<file path="config.mk">
export PLATFORM = sky130hd
export DESIGN_NAME = constraint_sample_gen
export DESIGN_NICKNAME = d
export VERILOG_FILES = /design/src/rtl/sampler_pkg.sv /design/src/rtl/sampler_lfsr.sv /design/src/rtl/constraint_sample_gen.sv
export SDC_FILE = /design/constraint.sdc
export NUM_CORES = 1
export LEC_CHECK = 0
export BUFFER_PORTS_ARGS = -buffer_cell sky130_fd_sc_hd__buf_2
export CELL_PAD_IN_SITES_DETAIL_PLACEMENT = 2
export CELL_PAD_IN_SITES_GLOBAL_PLACEMENT = 2
export CORE_AREA = 4 4 514 516
export CTS_CLUSTER_SIZE = 8
export DETAILED_ROUTE_END_ITERATION = 10
export DIE_AREA = 0 0 518 520
export PLACE_DENSITY = 0.44
export SKIP_CTS_REPAIR_TIMING = 1
export SLEW_MARGIN = 20
export SYNTH_ARGS = -nofsm -noshare
export SYNTH_HDL_FRONTEND = slang
export SYNTH_SLANG_ARGS = --single-unit
</file>
<file path="constraint.sdc">
create_clock -name clk -period 2.75 [get_ports clk]
set_input_delay 0.275 -clock clk [delete_from_list [all_inputs] [get_ports clk]]
set_output_delay 0.275 -clock clk [all_outputs]
set_load 0.02 [all_outputs]
</file>
<file path="src/rtl/sampler_pkg.sv">
// sampler_pkg
//   Shared definitions for the constraint sample generator:
//   - state_t   : generator FSM states
//   - LFSR_W    : LFSR width (32)
//   - LFSR_MASK : Galois feedback mask for x^32+x^22+x^2+x+1
//   - lfsr_step : one Galois shift step (shift right, XOR mask if bit 0 was set)
package sampler_pkg;

   localparam int LFSR_W = 32;
   localparam logic [LFSR_W-1:0] LFSR_MASK = 32'h80200003;

   typedef enum logic [2:0] {
      IDLE,
      FILL,
      CHECK,
      DONE,
      FAIL
   } state_t;

   function automatic logic [LFSR_W-1:0] lfsr_step(input logic [LFSR_W-1:0] v);
      lfsr_step = (v >> 1) ^ (v[0] ? LFSR_MASK : '0);
   endfunction

endpackage

</file>
<file path="src/rtl/sampler_lfsr.sv">
// sampler_lfsr
//   32-bit Galois LFSR that feeds candidate words to the generator.
//   A zero value is never stored: a zero seed (parameter or load) becomes 1,
//   since the all-zero state would lock the sequence.
// Ports:
//   clk      in   clock
//   rst_n    in   synchronous active-low reset (q := SEED)
//   load     in   load load_val (takes priority over advance)
//   load_val in   32  value to load
//   advance  in   step the LFSR once
//   q        out  32  current LFSR value
module sampler_lfsr
   import sampler_pkg::*;
#(
   parameter logic [LFSR_W-1:0] SEED = 32'h1
) (
   input  logic              clk,
   input  logic              rst_n,
   input  logic              load,
   input  logic [LFSR_W-1:0] load_val,
   input  logic              advance,
   output logic [LFSR_W-1:0] q
);

   localparam logic [LFSR_W-1:0] SEED_SAFE = (SEED == '0) ? LFSR_W'(1) : SEED;

   logic [LFSR_W-1:0] q_reg;

   always_ff @(posedge clk) begin
      if (!rst_n) begin
         q_reg <= SEED_SAFE;
      end else if (load) begin
         q_reg <= (load_val == '0) ? LFSR_W'(1) : load_val;
      end else if (advance) begin
         q_reg <= lfsr_step(q_reg);
      end
   end

   assign q = q_reg;

endmodule

</file>
<file path="src/rtl/constraint_sample_gen.sv">
// constraint_sample_gen
//   Builds random candidate assignments from an LFSR, presents them to an
//   external combinational checker, retries on rejection until accepted or
//   the try budget runs out, and hands accepted samples to a valid/ready sink.
//   Optional statistics counters are enabled with the macro SAMPLER_STATS_EN.
// Ports:
//   clk, rst_n        clock and synchronous active-low reset
//   start             begin a run (IDLE or FAIL only)
//   seed_load, seed   reload the LFSR (IDLE only; seed 0 becomes 1)
//   cand_o            candidate bus, var k = cand_o[k*VAR_W +: VAR_W]
//   chk_ok_i          checker verdict for cand_o, sampled once per CHECK
//   sample_valid/ready/data  accepted-sample stream
//   busy, fail, tries status
//   stat_accepts, stat_rejects  (SAMPLER_STATS_EN only) saturating counters
module constraint_sample_gen
   import sampler_pkg::*;
#(
   parameter int                NUM_VARS  = 20,
   parameter int                VAR_W     = 32,
   parameter int                MAX_TRIES = 1024,
   parameter logic [LFSR_W-1:0] SEED      = 32'h1,
   localparam int               CAND_W    = NUM_VARS * VAR_W,
   localparam int               TRY_W     = $clog2(MAX_TRIES + 1)
) (
   input  logic              clk,
   input  logic              rst_n,
   input  logic              start,
   input  logic              seed_load,
   input  logic [31:0]       seed,
   output logic [CAND_W-1:0] cand_o,
   input  logic              chk_ok_i,
   output logic              sample_valid,
   input  logic              sample_ready,
   output logic [CAND_W-1:0] sample_data,
   output logic              busy,
   output logic              fail,
   output logic [TRY_W-1:0]  tries
`ifdef SAMPLER_STATS_EN
   ,
   output logic [31:0]       stat_accepts,
   output logic [31:0]       stat_rejects
`endif
);

   localparam int WC_W = (NUM_VARS > 1) ? $clog2(NUM_VARS) : 1;

   state_t            state_reg, state_next;
   logic [CAND_W-1:0] cand_reg;
   logic [TRY_W-1:0]  tries_reg;
   logic [WC_W-1:0]   word_cnt_reg;
   logic [LFSR_W-1:0] lfsr_q;
   logic [VAR_W-1:0]  slot_word;
   logic              last_word;
   logic              budget_spent;

   sampler_lfsr #(.SEED(SEED)) u_lfsr (
      .clk      (clk),
      .rst_n    (rst_n),
      .load     ((state_reg == IDLE) && seed_load),
      .load_val (seed),
      .advance  (state_reg == FILL),
      .q        (lfsr_q)
   );

   // Size cast zero-extends or truncates the LFSR word to one slot.
   assign slot_word    = VAR_W'(lfsr_q);
   assign last_word    = (word_cnt_reg == WC_W'(NUM_VARS - 1));
   assign budget_spent = (tries_reg == TRY_W'(MAX_TRIES - 1));

   always_comb begin
      state_next = state_reg;
      case (state_reg)
         IDLE:    if (start) state_next = FILL;
         FILL:    if (last_word) state_next = CHECK;
         CHECK: begin
            if (chk_ok_i)          state_next = DONE;
            else if (budget_spent) state_next = FAIL;
            else                   state_next = FILL;
         end
         DONE:    if (sample_ready) state_next = IDLE;
         FAIL:    if (start) state_next = FILL;
         default: state_next = IDLE;
      endcase
   end

   always_ff @(posedge clk) begin
      if (!rst_n) begin
         state_reg    <= IDLE;
         cand_reg     <= '0;
         tries_reg    <= '0;
         word_cnt_reg <= '0;
      end else begin
         state_reg <= state_next;
         case (state_reg)
            IDLE, FAIL: begin
               if (start) begin
                  tries_reg    <= '0;
                  word_cnt_reg <= '0;
               end
            end
            FILL: begin
               // New word enters the top slot; after NUM_VARS shifts the
               // first word has reached var 0.
               cand_reg     <= (cand_reg >> VAR_W) |
                               (CAND_W'(slot_word) << (CAND_W - VAR_W));
               word_cnt_reg <= last_word ? '0 : word_cnt_reg + 1'b1;
            end
            CHECK: begin
               if (!chk_ok_i) tries_reg <= tries_reg + 1'b1;
            end
            default: ;
         endcase
      end
   end

   assign cand_o       = cand_reg;
   assign sample_data  = cand_reg;
   assign sample_valid = (state_reg == DONE);
   assign busy         = (state_reg == FILL) || (state_reg == CHECK) || (state_reg == DONE);
   assign fail         = (state_reg == FAIL);
   assign tries        = tries_reg;

`ifdef SAMPLER_STATS_EN
   logic [31:0] stat_accepts_reg, stat_rejects_reg;

   always_ff @(posedge clk) begin
      if (!rst_n) begin
         stat_accepts_reg <= '0;
         stat_rejects_reg <= '0;
      end else if (state_reg == CHECK) begin
         if (chk_ok_i) begin
            if (stat_accepts_reg != 32'hFFFF_FFFF) stat_accepts_reg <= stat_accepts_reg + 1'b1;
         end else begin
            if (stat_rejects_reg != 32'hFFFF_FFFF) stat_rejects_reg <= stat_rejects_reg + 1'b1;
         end
      end
   end

   assign stat_accepts = stat_accepts_reg;
   assign stat_rejects = stat_rejects_reg;
`endif

endmodule

</file>
==> out/metrics.csv, run 1 <==
stage;metric;value;unit
pwr;Worst IR Drop VDD;493.1;uV
sta;Period Utilization, post-route;89.25;%
finish;Finished Cell Area;38450;sq um
grt;gr ovfl total;0;
worst_setup_path;CP arrival;3.09;ns
drt;mean routed wirelength per cell;25.04;microns
floorplanning;Total Die Area;269400;sq um
sta;final hold vios;0;
logic_synthesis;total number of yosys warnings;0;
sta;post-route setup TNS;0;ns
worst_setup_path;Worst setup EP type;flip-flop;
clock_network;latest clock arrival within the worst-skew pair;0.75;ns
status;status;finished, final reports clean;
clock_network;Root Driver;clkbuf_16;
worst_setup_path;CP Buf/Inv Count;1;
sta;RSZ-0062 raised after global routing;no;
placed_design;Placer Congestion;0.7863;
clock_network;number of CTS-inserted buffers;102;
drt;met3 WL;13.50;mm
sta;Slew HR;41.71;%
clock_network;CTS tree;built;
clock_network;CTS Buffer Depth;3;
pwr;Leak;16.68;nW
logic_synthesis;register area share after synthesis;48.00;%
job;Max-Cap Viols;0;
logic_synthesis;post-synthesis async set-or-reset flop share;0;%
finish;max reg flops;640;
drt;final wirelength;196.1;mm
finish;share of post-route cells with drive strength above 1;35.28;%
placed_design;Port Buffers;1331;
sta;skew final;0.07100;ns
drt;iteration-0 DRC count of the detailed router;1396;
worst_setup_path;startpoint types;flip-flop;
sta;Peak Freq;407.4;MHz
finish;final net count;4427;
worst_setup_path;Critical-path top delay cell;nor4bb_1;
drt;DRC viols;0;
logic_synthesis;leading area contributor after synthesis;dfxtp_1;
finish;area grow syn2layout;33.43;%
sta;Final setup viols;0;
floorplanning;Die Ht;520;microns
floorplanning;Initial Utilization;11.12;%
logic_synthesis;Gate Count Post-Synth;3686;
drt;DR top layer;met5;
placed_design;dpl ws;0.5320;ns
placed_design;Post-DP Area;35100;sq um
finish;final std cells w/o fill;7831;
worst_setup_path;CP dominant cell by count;nor3_1;
logic_synthesis;most common cell in the netlist;nand2_1;
logic_synthesis;Synth Net Count;3726;
drt;WL met1;77.60;mm
logic_synthesis;Mean Syn Cell Area;7.818;sq um
logic_synthesis;Yosys reg bits;691;
sta;Slew @ Worst Pin;0.8743;ns
logic_synthesis;Area contributors post-synth;dfxtp_1 (48%), nand2_1 (17%), buf_4 (17%);
worst_setup_path;max incr delay on CP;0.68;ns
worst_setup_path;critical path fanouts, max;5;
logic_synthesis;Main synth FF type;dfxtp_1;
finish;Core Util, Final;14.83;%
clock_network;CTS clk-pin slew, worst paths;0.05;ns
placed_design;dpl cells;7648;
drt;first-pass iteration count of the detailed router;4;
logic_synthesis;area of the mapped netlist;28820;sq um
logic_synthesis;EDFF count, synth;0;
grt;GRT Total Usage;13.85;%
min_path;HP Class;in2reg;
logic_synthesis;Synth cell types;45;
drt;vias;27730;
worst_setup_path;worst-path cell chain;ha_1 > nor4bb_1 > nor3_1 > nor3_1 > a21oi_1 > dlygate4sd3_1;
sta;Max Slew Vio Count;0;
sta;final worst slack;0.2955;ns
drt;vias per std cell;3.541;
worst_setup_path;Top Family by Delay on Critical Path;simple AND/OR/NAND/NOR gates;
floorplanning;Die X;518;microns
logic_synthesis;top-area cell type share of the netlist area;48.00;%
drt;met2 WL;96.56;mm
grt;initial antenna violation count;13;
worst_setup_path;Worst Path Class, Setup;reg2reg;
floorplanning;row cnt;187;
grt;vias in the first global route;29280;
pwr;Cell Pwr Density;618.5;nW/um^2
placed_design;post-detail-place hpwl;152.5;mm
clock_network;H-tree depth;3;
floorplanning;core area;259200;sq um
drt;Final ANT Viol Nets;0;
grt;first-pass GRT wire length;259.9;mm
clock_network;CTS Sinks;691;
worst_setup_path;Req. time, crit path;3.39;ns
floorplanning;I/O Pins;1332;
logic_synthesis;Post-synth top cells;nand2_1 (1,341), dfxtp_1 (691), a21oi_1 (649);
grt;largest net degree at the start of global routing;143;
sta;Final Critical Period;2.454;ns
-- cell usage in the layout (no fill, tap or decap), drive strengths merged, types with 4 or more instances in the layout --
master / n
o21ai: 10
nand2b: 4
nor4: 8
clkbuf: 121
xor2: 7
a31oi: 30
nor2: 13
nand3: 5
diode: 10
a21oi: 649
dlygate4sd3: 37
clkinv: 9
nor3: 10
o211ai: 4
inv: 5
nand2: 1341
dfxtp: 691
buf: 1429
-- cell families after synthesis --
| kind of cell | after synthesis | synth area share, % |
|---|---|---|
| adders and majority gates | 2 | 0.08683 |
| AOI/OAI and AO/OA | 705 | 12.52 |
| buffers and inverters | 872 | 20.13 |
| DFF | 691 | 48.00 |
| xor gates and xnor gates | 8 | 0.2432 |
| muxes | 3 | 0.1042 |
| and+or+nand+nor | 1405 | 18.91 |
-- power by group --
part	internal [mW]	total, mW	switching [mW]
Clock	7.08	12.4	5.29
Combinational	0.326	1.25	0.927
Sequential	10.1	10.2	0.0798
-- layout make-up --
| class | instances | area [sq um] |
|---|---|---|
| diodes | 10 | 25.02 |
| repair buffers | 1466 | 8168 |
| clock inverters | 15 | 280.3 |
| clock buffers | 121 | 2674 |
| flip-flops and latches | 691 | 13830 |
| well taps | 3402 | 4257 |
| multi-input cells | 2123 | 9195 |
| inverters | 3 | 18.77 |
| fillers | 30600 | 220800 |
-- stage by stage --
step	hold slack, ns	power (mW)
2_1_floorplan	0.4133	11.03
3_3_place_gp	0.4635	11.63
3_5_place_dp	0.4725	11.63
4_1_cts	-0.3097	24.46
5_1_grt	0.07960	24.90
6_report	0.1356	23.78
-- worst register-to-register path: stages (launching register included) --
cell           delay (ns)
dfxtp_1              0.40
ha_1                 0.25
nor4bb_1             0.68
nor3_1               0.10
nor3_1               0.25
a21oi_1              0.10
dlygate4sd3_1        0.57
-- worst paths after layout --
| path | slack, ns | cells past startpoint | start | end |
|---|---|---|---|---|
| worst min register to register | 0.47 | 2 | cand_o[6] | cand_o[6] |
| worst max-delay path | 0.30 | 6 | word_cnt_reg[0] | state_reg[0] |
| worst min-delay path | 0.14 | 3 | seed_load | u_lfsr.q[2] |
| worst max register to register | 0.30 | 6 | word_cnt_reg[0] | state_reg[0] |
-- routing by layer --
metal	global-route usage, %	up-vias
met3	4.007	223
li1	-	12580
met5	0	-
met4	5.924	8
met1	15.49	13890
met2	24.43	1020
No activity file was read; power rests on OpenSTA's default activity.
==> inputs of run 2 (changes only) <==
==> constraint.sdc (replaced) <==
create_clock -name clk -period 2.75 [get_ports clk]
set_input_delay 0.1375 -clock clk [delete_from_list [all_inputs] [get_ports clk]]
set_output_delay 0.1375 -clock clk [all_outputs]
set_load 0.02 [all_outputs]
==> out/metrics.csv, run 2 (synthesis results as in run 1) <==
stage;metric;value;unit
sta;RSZ-0062 raised after global routing;no;
grt;largest net degree at the start of global routing;107;
finish;most common cell after layout, fill and taps aside;nand2_1;
clock_network;latest clock arrival within the worst-skew pair;0.72;ns
drt;iteration-0 DRC count of the detailed router;1224;
sta;Slew @ Worst Pin;0.7528;ns
clock_network;CTS Sinks;691;
placed_design;Port Buffers;1331;
placed_design;post-detail-place hpwl;151.2;mm
job;Max-Cap Viols;0;
clock_network;H-tree depth;3;
drt;first-pass iteration count of the detailed router;5;
grt;gr ovfl total;0;
clock_network;CTS clk-pin slew, worst paths;0.06;ns
sta;Max Slew Vio Count;0;
drt;vias;27650;
placed_design;Placer Congestion;0.7945;
clock_network;CTS Buffer Depth;3;
sta;post-route setup TNS;0;ns
finish;commonest non-fill, non-tap cells in the layout;nand2_1 (1,341), buf_2 (1,331), dfxtp_1 (691), a21oi_1 (649), clkbuf_16 (100);
finish;share of post-route cells with drive strength above 1;34.96;%
floorplanning;row cnt;187;
floorplanning;Die Ht;520;microns
finish;Finished Cell Area;38090;sq um
worst_setup_path;critical path fanouts, max;15;
finish;final net count;4410;
pwr;Worst IR Drop VDD;451.3;uV
sta;final worst slack;0.2994;ns
grt;GRT Total Usage;13.73;%
finish;area grow syn2layout;32.18;%
sta;Final setup viols;0;
worst_setup_path;Worst setup EP type;flip-flop;
floorplanning;I/O Pins;1332;
sta;Final Critical Period;2.451;ns
floorplanning;Die X;518;microns
worst_setup_path;Worst Path Class, Setup;reg2reg;
grt;initial antenna violation count;16;
grt;vias in the first global route;29190;
sta;skew final;0.04747;ns
drt;vias per std cell;3.545;
min_path;HP Class;in2reg;
placed_design;Post-DP Area;34840;sq um
drt;mean routed wirelength per cell;24.85;microns
drt;DRC viols;0;
grt;first-pass GRT wire length;259.1;mm
worst_setup_path;Req. time, crit path;3.42;ns
pwr;Leak;16.50;nW
drt;Final ANT Viol Nets;0;
sta;Slew HR;49.13;%
floorplanning;Total Die Area;269400;sq um
clock_network;Root Driver;clkbuf_16;
worst_setup_path;CP arrival;3.12;ns
clock_network;CTS tree;built;
status;status;finished, final reports clean;
finish;filler instances;30570;
sta;Peak Freq;408.1;MHz
worst_setup_path;startpoint types;flip-flop;
sta;hold_ws;0.2429;ns
pwr;Cell Pwr Density;611.8;nW/um^2
floorplanning;Initial Utilization;11.12;%
floorplanning;core area;259200;sq um
clock_network;number of CTS-inserted buffers;100;
sta;Period Utilization, post-route;89.11;%
sta;final hold vios;0;
finish;max reg flops;640;
finish;Core Util, Final;14.69;%
drt;final wirelength;193.8;mm
placed_design;dpl ws;0.4632;ns
==> run 2: cell types whose count changed in the layout (fill, tap and decap cells not counted), sizes merged <==
cell         before   now
clkbuf          121   115
dlygate4sd3      37    40
diode            10     4
clkinv            9     4
buf            1429  1411
inv               5     7
bufinv            3     2
==> run 2: worst paths after layout <==
check	start	endpoint	slack (ns)	cells after the start
setup / recovery	state_reg[1]	state_reg[2]	0.30	4
setup reg to reg	state_reg[1]	state_reg[2]	0.30	4
hold / removal	seed[29]	u_lfsr.q[29]	0.24	4
hold reg to reg	cand_o[7]	cand_o[7]	0.47	2
==> run 2: area by class of cell <==
type / instances / area (sq um) / area share, %
diodes: 4 / 10.01 / 0.02628
clock buffers: 115 / 2619 / 6.875
clock inverters: 11 / 220.2 / 0.5781
inverters: 3 / 18.77 / 0.04927
multi-input cells: 2123 / 9195 / 24.14
flip-flops and latches: 691 / 13830 / 36.32
well taps: 3402 / 4257 / 11.17
repair buffers: 1451 / 7938 / 20.84
==> run 2: worst max-delay path, stage by stage (launching register included) <==
cell and delay [ns]:
dfxtp_1 0.69, nor3b_1 0.47, or4b_1 0.52, a21oi_1 0.16, dlygate4sd3_1 0.55
==> run 2: per-stage QoR <==
stage,total power [mW],std cells
final,23.30,7800
after global routing,24.41,7797
after CTS,24.00,7756
after detailed placement,11.57,7630
after global placement,11.57,7630
after floorplan,11.03,3686
==> run 2: per-layer routing <==
layer | routed length [microns] | global-route usage, % | vias up
li1 | - | - | 12530
met1 | 77690 | 15.58 | 13950
met2 | 99270 | 25.27 | 1016
met3 | 12500 | 3.654 | 158
met4 | 4368 | 3.509 | 2
met5 | 7 | 0 | -
==> run 2: power by group <==
group / internal (mW) / switching, mW / leakage [nW]
sequential: 10.1 / 0.0834 / 5.57
combinational: 0.294 / 0.906 / 9.55
clock: 6.85 / 5.09 / 1.38
==> inputs of run 3 (changes only) <==
Settings changed: GPL_TIMING_DRIVEN set to 0.
==> out/metrics.csv, run 3 (synthesis results as in run 1) <==
stage;metric;value;unit
grt;GRT Total Usage;15.76;%
status;status;finished, final reports clean;
drt;iteration-0 DRC count of the detailed router;1323;
sta;skew final;0.05715;ns
sta;Slew @ Worst Pin;0.9455;ns
floorplanning;Total Die Area;269400;sq um
floorplanning;Die X;518;microns
finish;most common cell after layout, fill and taps aside;buf_2;
drt;first-pass iteration count of the detailed router;5;
clock_network;CTS clk-pin slew, worst paths;0.06;ns
floorplanning;core area;259200;sq um
floorplanning;row cnt;187;
drt;mean routed wirelength per cell;25.77;microns
clock_network;latest clock arrival within the worst-skew pair;0.72;ns
grt;largest net degree at the start of global routing;16;
min_path;HP Class;in2reg;
drt;WL met1;96.16;mm
sta;final worst slack;0.1696;ns
sta;Final Critical Period;2.580;ns
pwr;Cell Pwr Density;547.3;nW/um^2
grt;first-pass GRT wire length;296.8;mm
job;Max-Cap Viols;0;
sta;Period Utilization, post-route;93.83;%
finish;commonest non-fill, non-tap cells in the layout;buf_2 (1,428), nand2_1 (1,341), dfxtp_1 (691), a21oi_1 (649), buf_4 (640);
finish;max reg flops;640;
worst_setup_path;worst-path cell chain;ha_1 > nor4bb_1 > nor3_1 > nor3_1 > a21oi_1 > dlygate4sd3_1;
worst_setup_path;CP dominant cell by count;nor3_1;
drt;final wirelength;221.6;mm
grt;initial antenna violation count;9;
floorplanning;Initial Utilization;11.12;%
placed_design;Port Buffers;1331;
clock_network;CTS tree;built;
pwr;Worst IR Drop VDD;513.1;uV
floorplanning;Die Ht;520;microns
worst_setup_path;critical path fanouts, max;5;
drt;vias per std cell;3.587;
drt;met3 WL;10.66;mm
drt;DR top layer;met4;
sta;Max Slew Vio Count;0;
drt;DRC viols;0;
worst_setup_path;max incr delay on CP;0.80;ns
sta;final hold vios;0;
worst_setup_path;startpoint types;flip-flop;
sta;Peak Freq;387.5;MHz
drt;Final ANT Viol Nets;0;
placed_design;dpl ws;-0.4944;ns
clock_network;CTS Buffer Depth;3;
pwr;Leak;20.13;nW
placed_design;post-detail-place hpwl;182.0;mm
clock_network;number of CTS-inserted buffers;101;
sta;Final setup viols;0;
sta;Slew HR;36.96;%
worst_setup_path;Worst setup EP type;flip-flop;
worst_setup_path;Critical-path top delay cell;nor4bb_1;
sta;RSZ-0062 raised after global routing;no;
clock_network;H-tree depth;3;
grt;vias in the first global route;32880;
clock_network;CTS Sinks;691;
placed_design;Placer Congestion;0.8019;
clock_network;Root Driver;clkbuf_16;
floorplanning;I/O Pins;1332;
finish;area grow syn2layout;49.50;%
drt;met2 WL;111.6;mm
pwr;Overall Power;23.58;mW
worst_setup_path;CP arrival;3.19;ns
worst_setup_path;Req. time, crit path;3.36;ns
min_path;hold depth;4;
finish;final net count;5200;
worst_setup_path;Worst Path Class, Setup;reg2reg;
worst_setup_path;r2r worst-path depth;6;
drt;vias;30840;
grt;gr ovfl total;0;
finish;share of post-route cells with drive strength above 1;42.68;%
==> run 3: report_power, final <==
group          internal, mW  total, mW  switching (mW)
clock network          6.85       12.1            5.20
logic                 0.297       1.36            1.06
registers              10.1       10.2          0.0853
==> run 3: critical path, delay by kind of cell, from the launching register on <==
| kind | cells | cell delay [ns] |
|---|---|---|
| compound gates | 1 | 0.09 |
| simple gates | 3 | 1.12 |
| fa+ha+maj | 1 | 0.27 |
| buf+inv | 1 | 0.57 |
| flops | 1 | 0.41 |
==> run 3: layout make-up <==
cell class	instances	area, sq um
flip-flops and latches	691	13830
diodes	9	22.52
inverters	3	11.26
repair buffers	1371	7084
well taps	3402	4257
clock buffers	119	2666
multi-input cells	2123	9181
clock inverters	12	195.2
fillers	30760	216200
plain buffers	869	5829
==> run 3: worst paths after layout <==
path | start | to | slack [ns]
setup / recovery | word_cnt_reg[0] | state_reg[0] | 0.17
hold / removal | rst_n | tries[4] | 0.06
setup reg to reg | word_cnt_reg[0] | state_reg[0] | 0.17
hold reg to reg | cand_o[11] | cand_o[11] | 0.48
==> run 3: stage by stage <==
step | TNS [ns] | area, sq um | cells | hold WS (ns) | util [%]
finish | 0 | 43080 | 8599 | 0.05996 | 16.62
global route | 0 | 43060 | 8591 | 0.02425 | 16.61
CTS | -98.86 | 42640 | 8552 | -0.4014 | 16.45
detailed placement | -102.70 | 39780 | 8421 | 0.4536 | 15.34
global placement | -480.53 | 39730 | 8419 | 0.4452 | 15.33
floorplan | 0 | 28820 | 3686 | 0.2758 | -
==> run 3: layer usage <==
layer  vias to the layer above  track usage (%)
met5                         -                0
met3                       142            3.138
met1                     15530            19.38
li1                      14170                -
met4                         0            2.788
met2                      1002            28.55
